$ cat config.mk
export PLATFORM = sky130hd
export DESIGN_NAME = inst_fetch_unit_flat
export DESIGN_NICKNAME = d
export VERILOG_FILES = /design/src/rtl/inst_fetch_unit_if.sv /design/src/rtl/inst_fetch_unit.sv /design/src/flat_wrapper.sv
export SDC_FILE = /design/constraint.sdc
export NUM_CORES = 2
export LEC_CHECK = 0
export CORE_ASPECT_RATIO = 2
export CORE_MARGIN = 1.5
export CORE_UTILIZATION = 30
export CTS_BUF_LIST = sky130_fd_sc_hd__clkbuf_2 sky130_fd_sc_hd__clkbuf_4 sky130_fd_sc_hd__clkbuf_8
export CTS_CLUSTER_SIZE = 30
export DETAILED_ROUTE_END_ITERATION = 6
export GPL_TIMING_DRIVEN = 0
export PLACE_DENSITY_LB_ADDON = 0.2
export RECOVER_POWER = 25
export SLEW_MARGIN = 20
export SYNTH_ARGS = -nofsm -noshare
export SYNTH_HDL_FRONTEND = slang
export SYNTH_SLANG_ARGS = --single-unit
$ cat constraint.sdc
create_clock -name clk_in -period 29.9 [get_ports clk_in]
set_input_delay 4.485 -clock clk_in [delete_from_list [all_inputs] [get_ports clk_in]]
set_output_delay 4.485 -clock clk_in [all_outputs]
set_load 0.02 [all_outputs]
$ cat src/rtl/inst_fetch_unit_if.sv
`timescale 1ns / 1ps
// inst_fetch_unit_if
// Groups the two handshakes of the instruction fetch unit:
//   - fetch side : start_fetch/pc out to the cache controller,
//                  fetch_ready/inst/inst_addr back from it.
//   - queue side : iq_valid/iq_inst/iq_pc/iq_pred_pc out to the decoder,
//                  iq_ready back from it.
// Modports:
//   master - the fetch unit (drives requests and the queue head)
//   slave  - the controller/decoder side (drives responses and iq_ready)
//
// Handshake semantics: a queue entry transfers on a cycle where
// iq_valid && iq_ready (and the global rdy_in is high). iq_valid never
// depends on iq_ready. start_fetch is a level request; the controller
// answers with a one-cycle fetch_ready strobe, and the answer only counts
// when inst_addr matches the pc currently requested.
interface inst_fetch_unit_if;
  logic        start_fetch;
  logic [31:0] pc;
  logic        fetch_ready;
  logic [31:0] inst;
  logic [31:0] inst_addr;
  logic        iq_valid;
  logic [31:0] iq_inst;
  logic [31:0] iq_pc;
  logic [31:0] iq_pred_pc;
  logic        iq_ready;

  modport master (
    output start_fetch, pc, iq_valid, iq_inst, iq_pc, iq_pred_pc,
    input  fetch_ready, inst, inst_addr, iq_ready
  );

  modport slave (
    input  start_fetch, pc, iq_valid, iq_inst, iq_pc, iq_pred_pc,
    output fetch_ready, inst, inst_addr, iq_ready
  );
endinterface

$ cat src/rtl/inst_fetch_unit.sv
`timescale 1ns / 1ps
// inst_fetch_unit
// Holds the fetch PC, requests instructions from the cache controller,
// statically predicts JAL targets (everything else falls through to pc+4)
// and buffers fetched instructions in a DEPTH-entry FIFO for the decoder.
// A ROB flush empties the queue and redirects the PC.
// Ports:
//   clk_in          - clock, all state on posedge
//   rst_in          - asynchronous active-high reset
//   rdy_in          - global ready; when low every register holds
//   rob_clear_up    - pipeline flush request
//   rob_redirect_pc - PC to resume from on flush
//   bus             - fetch + queue handshakes (master modport)
//   o_dbg_state     - fetch FSM state (0 = REQ, 1 = FLUSH)
module inst_fetch_unit #(
  parameter int          DEPTH    = 8,
  parameter logic [31:0] RESET_PC = 32'h0
) (
  input  logic                clk_in,
  input  logic                rst_in,
  input  logic                rdy_in,
  input  logic                rob_clear_up,
  input  logic [31:0]         rob_redirect_pc,
  inst_fetch_unit_if.master   bus,
  output logic                o_dbg_state
);

  localparam int            AW       = $clog2(DEPTH);
  localparam logic [AW:0]   FULL_CNT = (AW + 1)'(DEPTH);
  localparam logic [6:0]    OP_JAL   = 7'b1101111;

  typedef enum logic {
    S_REQ   = 1'b0,
    S_FLUSH = 1'b1
  } state_t;

  state_t        r_state;
  logic [31:0]   r_pc;
  logic [AW-1:0] r_head;
  logic [AW-1:0] r_tail;
  logic [AW:0]   r_count;
  logic [31:0]   r_mem_inst [DEPTH];
  logic [31:0]   r_mem_pc   [DEPTH];
  logic [31:0]   r_mem_pred [DEPTH];

  logic          w_accept;
  logic          w_pop;
  logic          w_is_jal;
  logic [31:0]   w_jal_imm;
  logic [31:0]   w_npc;

  // The request drops during a flush so no response can be taken in the
  // same cycle the queue is emptied.
  assign bus.start_fetch = !rst_in && (r_count < FULL_CNT) && !rob_clear_up;
  assign bus.pc          = r_pc;

  // A response for any address other than the pending pc is stale (e.g.
  // issued before a flush) and is simply ignored.
  assign w_accept = bus.start_fetch && bus.fetch_ready &&
                    (bus.inst_addr == r_pc) && rdy_in;
  assign w_pop    = (r_count != '0) && bus.iq_ready && rdy_in;

  assign w_is_jal  = (bus.inst[6:0] == OP_JAL);
  assign w_jal_imm = {{11{bus.inst[31]}}, bus.inst[31], bus.inst[19:12],
                      bus.inst[20], bus.inst[30:21], 1'b0};
  assign w_npc     = w_is_jal ? (r_pc + w_jal_imm) : (r_pc + 32'd4);

  assign bus.iq_valid   = (r_count != '0);
  assign bus.iq_inst    = r_mem_inst[r_head];
  assign bus.iq_pc      = r_mem_pc[r_head];
  assign bus.iq_pred_pc = r_mem_pred[r_head];

  assign o_dbg_state = r_state;

  always_ff @(posedge clk_in or posedge rst_in) begin
    if (rst_in) begin
      r_state <= S_REQ;
      r_pc    <= RESET_PC;
      r_head  <= '0;
      r_tail  <= '0;
      r_count <= '0;
      for (int i = 0; i < DEPTH; i++) begin
        r_mem_inst[i] <= '0;
        r_mem_pc[i]   <= '0;
        r_mem_pred[i] <= '0;
      end
    end else if (rdy_in) begin
      if (rob_clear_up) begin
        // Flush wins over any push or pop in the same cycle.
        r_state <= S_FLUSH;
        r_pc    <= rob_redirect_pc;
        r_head  <= '0;
        r_tail  <= '0;
        r_count <= '0;
      end else begin
        // FLUSH lasts exactly one cycle; fetching is already allowed there.
        r_state <= S_REQ;
        if (w_accept) begin
          r_mem_inst[r_tail] <= bus.inst;
          r_mem_pc[r_tail]   <= r_pc;
          r_mem_pred[r_tail] <= w_npc;
          r_tail             <= r_tail + 1'b1;
          r_pc               <= w_npc;
        end
        if (w_pop) begin
          r_head <= r_head + 1'b1;
        end
        case ({w_accept, w_pop})
          2'b10:   r_count <= r_count + 1'b1;
          2'b01:   r_count <= r_count - 1'b1;
          default: r_count <= r_count;
        endcase
      end
    end
  end

endmodule

$ cat src/flat_wrapper.sv
// flat-port wrapper written by rule: the top's interface ports become plain ports
module inst_fetch_unit_flat 
#(
  parameter int          DEPTH    = 8,
  parameter logic [31:0] RESET_PC = 32'h0
)
  (clk_in, rst_in, rdy_in, rob_clear_up, rob_redirect_pc, o_dbg_state, bus_start_fetch, bus_pc, bus_iq_valid, bus_iq_inst, bus_iq_pc, bus_iq_pred_pc, bus_fetch_ready, bus_inst, bus_inst_addr, bus_iq_ready);
  inst_fetch_unit_if bus_i ();
  input  logic clk_in;
  input  logic rst_in;
  input  logic rdy_in;
  input  logic rob_clear_up;
  input  logic [31:0] rob_redirect_pc;
  output logic o_dbg_state;
  output wire logic [$bits(bus_i.start_fetch)-1:0] bus_start_fetch;
  output wire logic [$bits(bus_i.pc)-1:0] bus_pc;
  output wire logic [$bits(bus_i.iq_valid)-1:0] bus_iq_valid;
  output wire logic [$bits(bus_i.iq_inst)-1:0] bus_iq_inst;
  output wire logic [$bits(bus_i.iq_pc)-1:0] bus_iq_pc;
  output wire logic [$bits(bus_i.iq_pred_pc)-1:0] bus_iq_pred_pc;
  input wire logic [$bits(bus_i.fetch_ready)-1:0] bus_fetch_ready;
  input wire logic [$bits(bus_i.inst)-1:0] bus_inst;
  input wire logic [$bits(bus_i.inst_addr)-1:0] bus_inst_addr;
  input wire logic [$bits(bus_i.iq_ready)-1:0] bus_iq_ready;
  assign bus_start_fetch = bus_i.start_fetch;
  assign bus_pc = bus_i.pc;
  assign bus_iq_valid = bus_i.iq_valid;
  assign bus_iq_inst = bus_i.iq_inst;
  assign bus_iq_pc = bus_i.iq_pc;
  assign bus_iq_pred_pc = bus_i.iq_pred_pc;
  assign bus_i.fetch_ready = bus_fetch_ready;
  assign bus_i.inst = bus_inst;
  assign bus_i.inst_addr = bus_inst_addr;
  assign bus_i.iq_ready = bus_iq_ready;
  inst_fetch_unit #(.DEPTH(DEPTH), .RESET_PC(RESET_PC)) u_core (.clk_in(clk_in), .rst_in(rst_in), .rdy_in(rdy_in), .rob_clear_up(rob_clear_up), .rob_redirect_pc(rob_redirect_pc), .bus(bus_i), .o_dbg_state(o_dbg_state));
endmodule
# Word level (Yosys, flattened, before mapping)
# Cells that the tools add are included.
# Widths: inputs -> output; s select.
[word_totals]
register_bits = 811
inputBits = 102
output_inout_bits = 131
word_cells = 88
[op_classes]
n_addsub = 6
n_lt_le_gt_ge = 4
n_eq_ne = 4
n_mux = 24
bitwise = 3
reduce_logical = 18
[op_table]
columns = ["cell", "n"]
rows = [
  ["$bwmux 256", 3],
  ["$mux 32", 10],
  ["$bmux 32 s3", 3],
  ["$demux 32 s3", 1],
  ["$add 32x3->32 const B", 1],
  ["$add 32x32->32", 1],
  ["$eq 32x32->1", 1],
  ["$mux 3", 4],
  ["$ge 4x4->1 const B", 2],
  ["$logic_and 1x1->1", 8],
  ["$not 3->4", 2],
  ["$pmux 4 s2", 1],
  ["$eq 7x7->1 const B", 1],
  ["$add 3x1->3 const B", 2],
  ["$reduce_and 2->1", 3],
  ["$add 4x1->4 const B", 1],
  ["$lt 4x1->1 const B", 1],
  ["$lt 4x4->1 const B", 1],
  ["$mux 4", 1],
  ["$reduce_bool 2->1", 2],
  ["$reduce_bool 4->1", 1],
  ["$sub 4x1->4 const B", 1],
  ["$reduce_and 3->1", 1],
  ["$reduce_bool 3->1", 1],
  ["other kinds (5)", 6],
]

# Logic depth before layout (Yosys ltp)
[depth]
word_depth = 9
ltp_mapped = 13
mapped_depth_nobuf = 12

# Least setup slack after synthesis
# Ideal clock, no wire load.
[synth_timing]
path_kind = "input-to-output"
start = "input port rob_clear_up"
end = "output port bus_start_fetch"
arrival_time_ns = 4.851
required_time_ns = 25.415
path_slack_ns = 20.564
stages = 1
path_buffers = 0
cell_sequence = "nor3_2"
[synth_via]
elab_chain_cells = 2
[synth_lines]
columns = ["element", "line_no", "rtl"]
rows = [
  ["from (decl)", "flat_wrapper.sv:12", "input logic rob_clear_up;"],
  ["$logic_not 1->1", "inst_fetch_unit.sv:54", "assign bus.start_fetch = !rst_in && (r_count < FULL_CNT) && !rob_clear_up;"],
  ["$logic_and 1x1->1", "inst_fetch_unit.sv:54", ""],
  ["to (decl)", "flat_wrapper.sv:15", "output wire logic [$bits(bus_i.start_fetch)-1:0] bus_start_fetch;"],
]
# Every way passes these cells.

==> flow_metrics.py <==
metrics = {
    "synthesis": {
        "yosys.area_share.simple": 0.155,
        "synth_xor_area_frac": 0.0171,
        "synth_seq_area_share": 0.517,
        "async_flop_share": 1.00,
        "synth_most_common_cell": "nand2_1",
        "netlist_area_um2": 38900,
        "synth_top_cell_area_share": 0.517,
        "ys_ff_latch": 803,
        "synth_area_per_cell_um2": 10.7,
        "synth_ff_type": "dfrtp_1",
        "synthAdderAreaFrac": 0.0123,
        "synthTopCellsByArea": "dfrtp_1 52%, nand2_1 12%, mux4_2 11%, mux2_2 8.3%, o21ai_0 3.6%",
        "synth_compound_area_frac": 0.0654,
        "synth_fp_nets": 3788,
        "synth_cell_types": 62,
        "synth-edff-count": 0,
        "synth_area_leader_cell": "dfrtp_1",
        "ys_warn_count": 0,
        "muxShareOfSynthArea": 0.202,
        "synth_top_family_by_area": "multiplexers",
        "netlist_instances": 3649,
        "yosys-top-cells-count": "1,241 x nand2_1, 803 x dfrtp_1, 287 x mux2_2, 276 x o21ai_0, 199 x clkbuf_1",
    },
    "timing": {
        "clock.fmax_mhz": 80.2,
        "finalCritPeriodShare": 0.417,
        "maxSlewHeadroom": -2.69,
        "fin_ws_ps": 17440,
        "slew_violations": 491,
        "tightest_slew_ps": 5540,
        "fin_crit_ps": 12460,
        "finalSetupTns_ps": 0,
        "setup_violations": 0,
        "skew_ps": 52.1,
        "rsz0062_at_grt": "false",
        "report.final.hold_viol_count": 0,
    },
    "route": {
        "drc": 0,
        "drt_first_pass_iters": 5,
        "postRouteAntennaNets": 0,
        "via_count": 29700,
        "via_per_inst": 5.14,
        "wirelength_um": 149000,
        "drtIter0Drc": 1944,
        "post_drt_wl_per_cell_um": 25.8,
    },
    "worst_setup_path": {
        "required_ps": 30080,
        "path_max_fanout": 77,
        "rr_worst_depth": 10,
        "setup.worst_path.end": "u_core.r_mem_pred[228]",
        "rr_endpoint": "u_core.r_mem_pc[97]",
        "timing.rr.start": "u_core.bus.pc[31]",
        "crit_path_end_kind": "async pin",
        "cp-startpoint": "rst_in",
        "path_class": "in2async",
        "critPathLaunchType": "input pin",
        "rrSetupSlack_ps": 25040,
        "critPathArrivalTime_ps": 12640,
    },
    "global_route": {
        "use_met2": 0.391,
        "grtUsageMet3": 0.0352,
        "top_usage_layer": "met2",
        "grt.total_usage": 0.227,
        "grt_overflow_total": 0,
        "grt_first_pass_wirelength_um": 217000,
        "grt_start_max_net_pins": 99,
        "antenna_found_initial": 5,
        "grt_pass1_vias": 30900,
        "gr-usage-met1": 0.273,
    },
    "run_status": {
        "outcome": "finished, violations left",
        "violations": "capacitance limit, slew limit",
    },
    "die": {
        "start_util": 0.303,
        "die_w_um": 258,
        "rows": 186,
        "pin_count": 233,
        "die-area_um2": 132000,
        "core_area_um2": 128000,
        "die_h_um": 512,
    },
    "placed_design": {
        "portBuffers": 225,
        "placed_area_um2": 43600,
        "place_ws_ps": 18980,
        "dpl.hpwl_um": 110000,
        "place.gp.congestion": 0.920,
        "dp.cells": 5581,
    },
    "power_and_ir_drop": {
        "vdd_drop_max_uv": 30.7,
        "leakage_nw": 21.8,
        "power.density_nw_per_um2": 56.4,
    },
    "cells_and_area": {
        "fill_cells": 13100,
        "area_growth_syn_to_layout_pct": 18.5,
        "design_area_um2": 46100,
        "drive_gt1_frac": 0.197,
        "final_nets": 4144,
        "final_cells": 5788,
        "final_core_util": 0.359,
    },
    "clock_network": {
        "post-cts-setup-buffers": 0,
        "clock_latency_ps": 850,
        "cts-resized-gates": 0,
        "clk_root_buffer_cell": "clkbuf_8",
        "path_clk_slew_ps": 70,
        "h-tree-depth": 3,
        "tritoncts": "built",
        "cts.path.max_buffers": 3,
        "cts_hold_buffers": 0,
        "numCtsBuffers": 113,
        "clock_sinks": 803,
    },
    "job": {
        "max-cap-violations": 6,
    },
    "worst_hold_path": {
        "min_path_type": "reg2reg",
    },
}
==> worst min path at each step <==
stage	cells past startpoint	from	endpoint	slack, ps
4_1_cts	2	u_core.r_mem_inst[33]	u_core.r_mem_inst[33]	470
3_3_place_gp	2	u_core.r_mem_pc[134]	u_core.r_mem_pc[134]	440
6_report	2	u_core.r_mem_inst[33]	u_core.r_mem_inst[33]	460
3_5_place_dp	2	u_core.r_mem_pc[36]	u_core.r_mem_pc[36]	450
5_1_grt	2	u_core.r_mem_pc[135]	u_core.r_mem_pc[135]	480
2_1_floorplan	2	u_core.r_mem_inst[32]	u_core.r_mem_inst[32]	430
==> layout make-up <==
type | instances | area [um^2] | share of cell area
Clock buffer | 183 | 2310 | 0.0502
Antenna cell | 2 | 5.00 | 0.000109
Tap cell | 1692 | 2120 | 0.0460
Sequential cell | 803 | 20100 | 0.436
Inverter | 17 | 65.1 | 0.00141
Buffer | 278 | 1200 | 0.0260
Multi-Input combinational cell | 2551 | 17600 | 0.382
Timing Repair Buffer | 241 | 2460 | 0.0533
Clock inverter | 21 | 209 | 0.00454
==> cell families after synthesis <==
kind of cell,after synthesis
XOR/XNOR,76
buffers and inverters,295
flip-flops,803
adder cells (fa/ha/maj),37
AO/OA/AOI/OAI,453
AND/OR/NAND/NOR,1481
multiplexers,504
==> per-layer routing <==
metal,wire length [um],vias to the layer above,part of all wire
met5,26,-,0.00017
met4,7990,4,0.053
met3,7600,310,0.051
met2,74200,995,0.50
met1,59500,15200,0.40
li1,-,13300,-
==> cell usage in the layout (no fill, tap or decap), types with 28 or more instances in the layout <==
cell type / n
buf_2: 52
clkdlybuf4s50_1: 223
nand4_1: 28
nand3_1: 42
nor2_1: 56
a21oi_1: 64
xor2_1: 51
clkbuf_4: 33
clkbuf_8: 150
mux4_2: 190
ha_1: 35
nand2_1: 1241
o21ai_0: 274
clkbuf_1: 188
mux2_2: 287
dfrtp_1: 803
==> where the power goes <==
part           internal (W)  switching (W)
combinational      0.000162       0.000337
clock              0.000509       0.000467
sequential          0.00110      0.0000244
total               0.00177       0.000829
==> metrics by stage <==
step	power, W	hold WS [ps]
finish	0.00260	461
global route	0.00269	475
CTS	0.00262	466
detailed placement	0.00164	450
global placement	0.00163	443
floorplan	0.00142	433
==> critical path: stages <==
cell and delay [ps]:
dlygate4sd3_1 640, clkinvlp_2 2000, clkbuf_1 2880, clkbuf_1 2480
==> flip-flops by register name, indices dropped and copies added, names as in the netlist <==
name	count
u_core.r_tail	3
u_core.r_mem_inst	256
u_core.r_head	3
u_core.r_mem_pred	256
u_core.o_dbg_state	1
u_core.r_count	4
u_core.bus.pc	32
u_core.r_mem_pc	248
No activity file was read; power rests on OpenSTA's default activity.
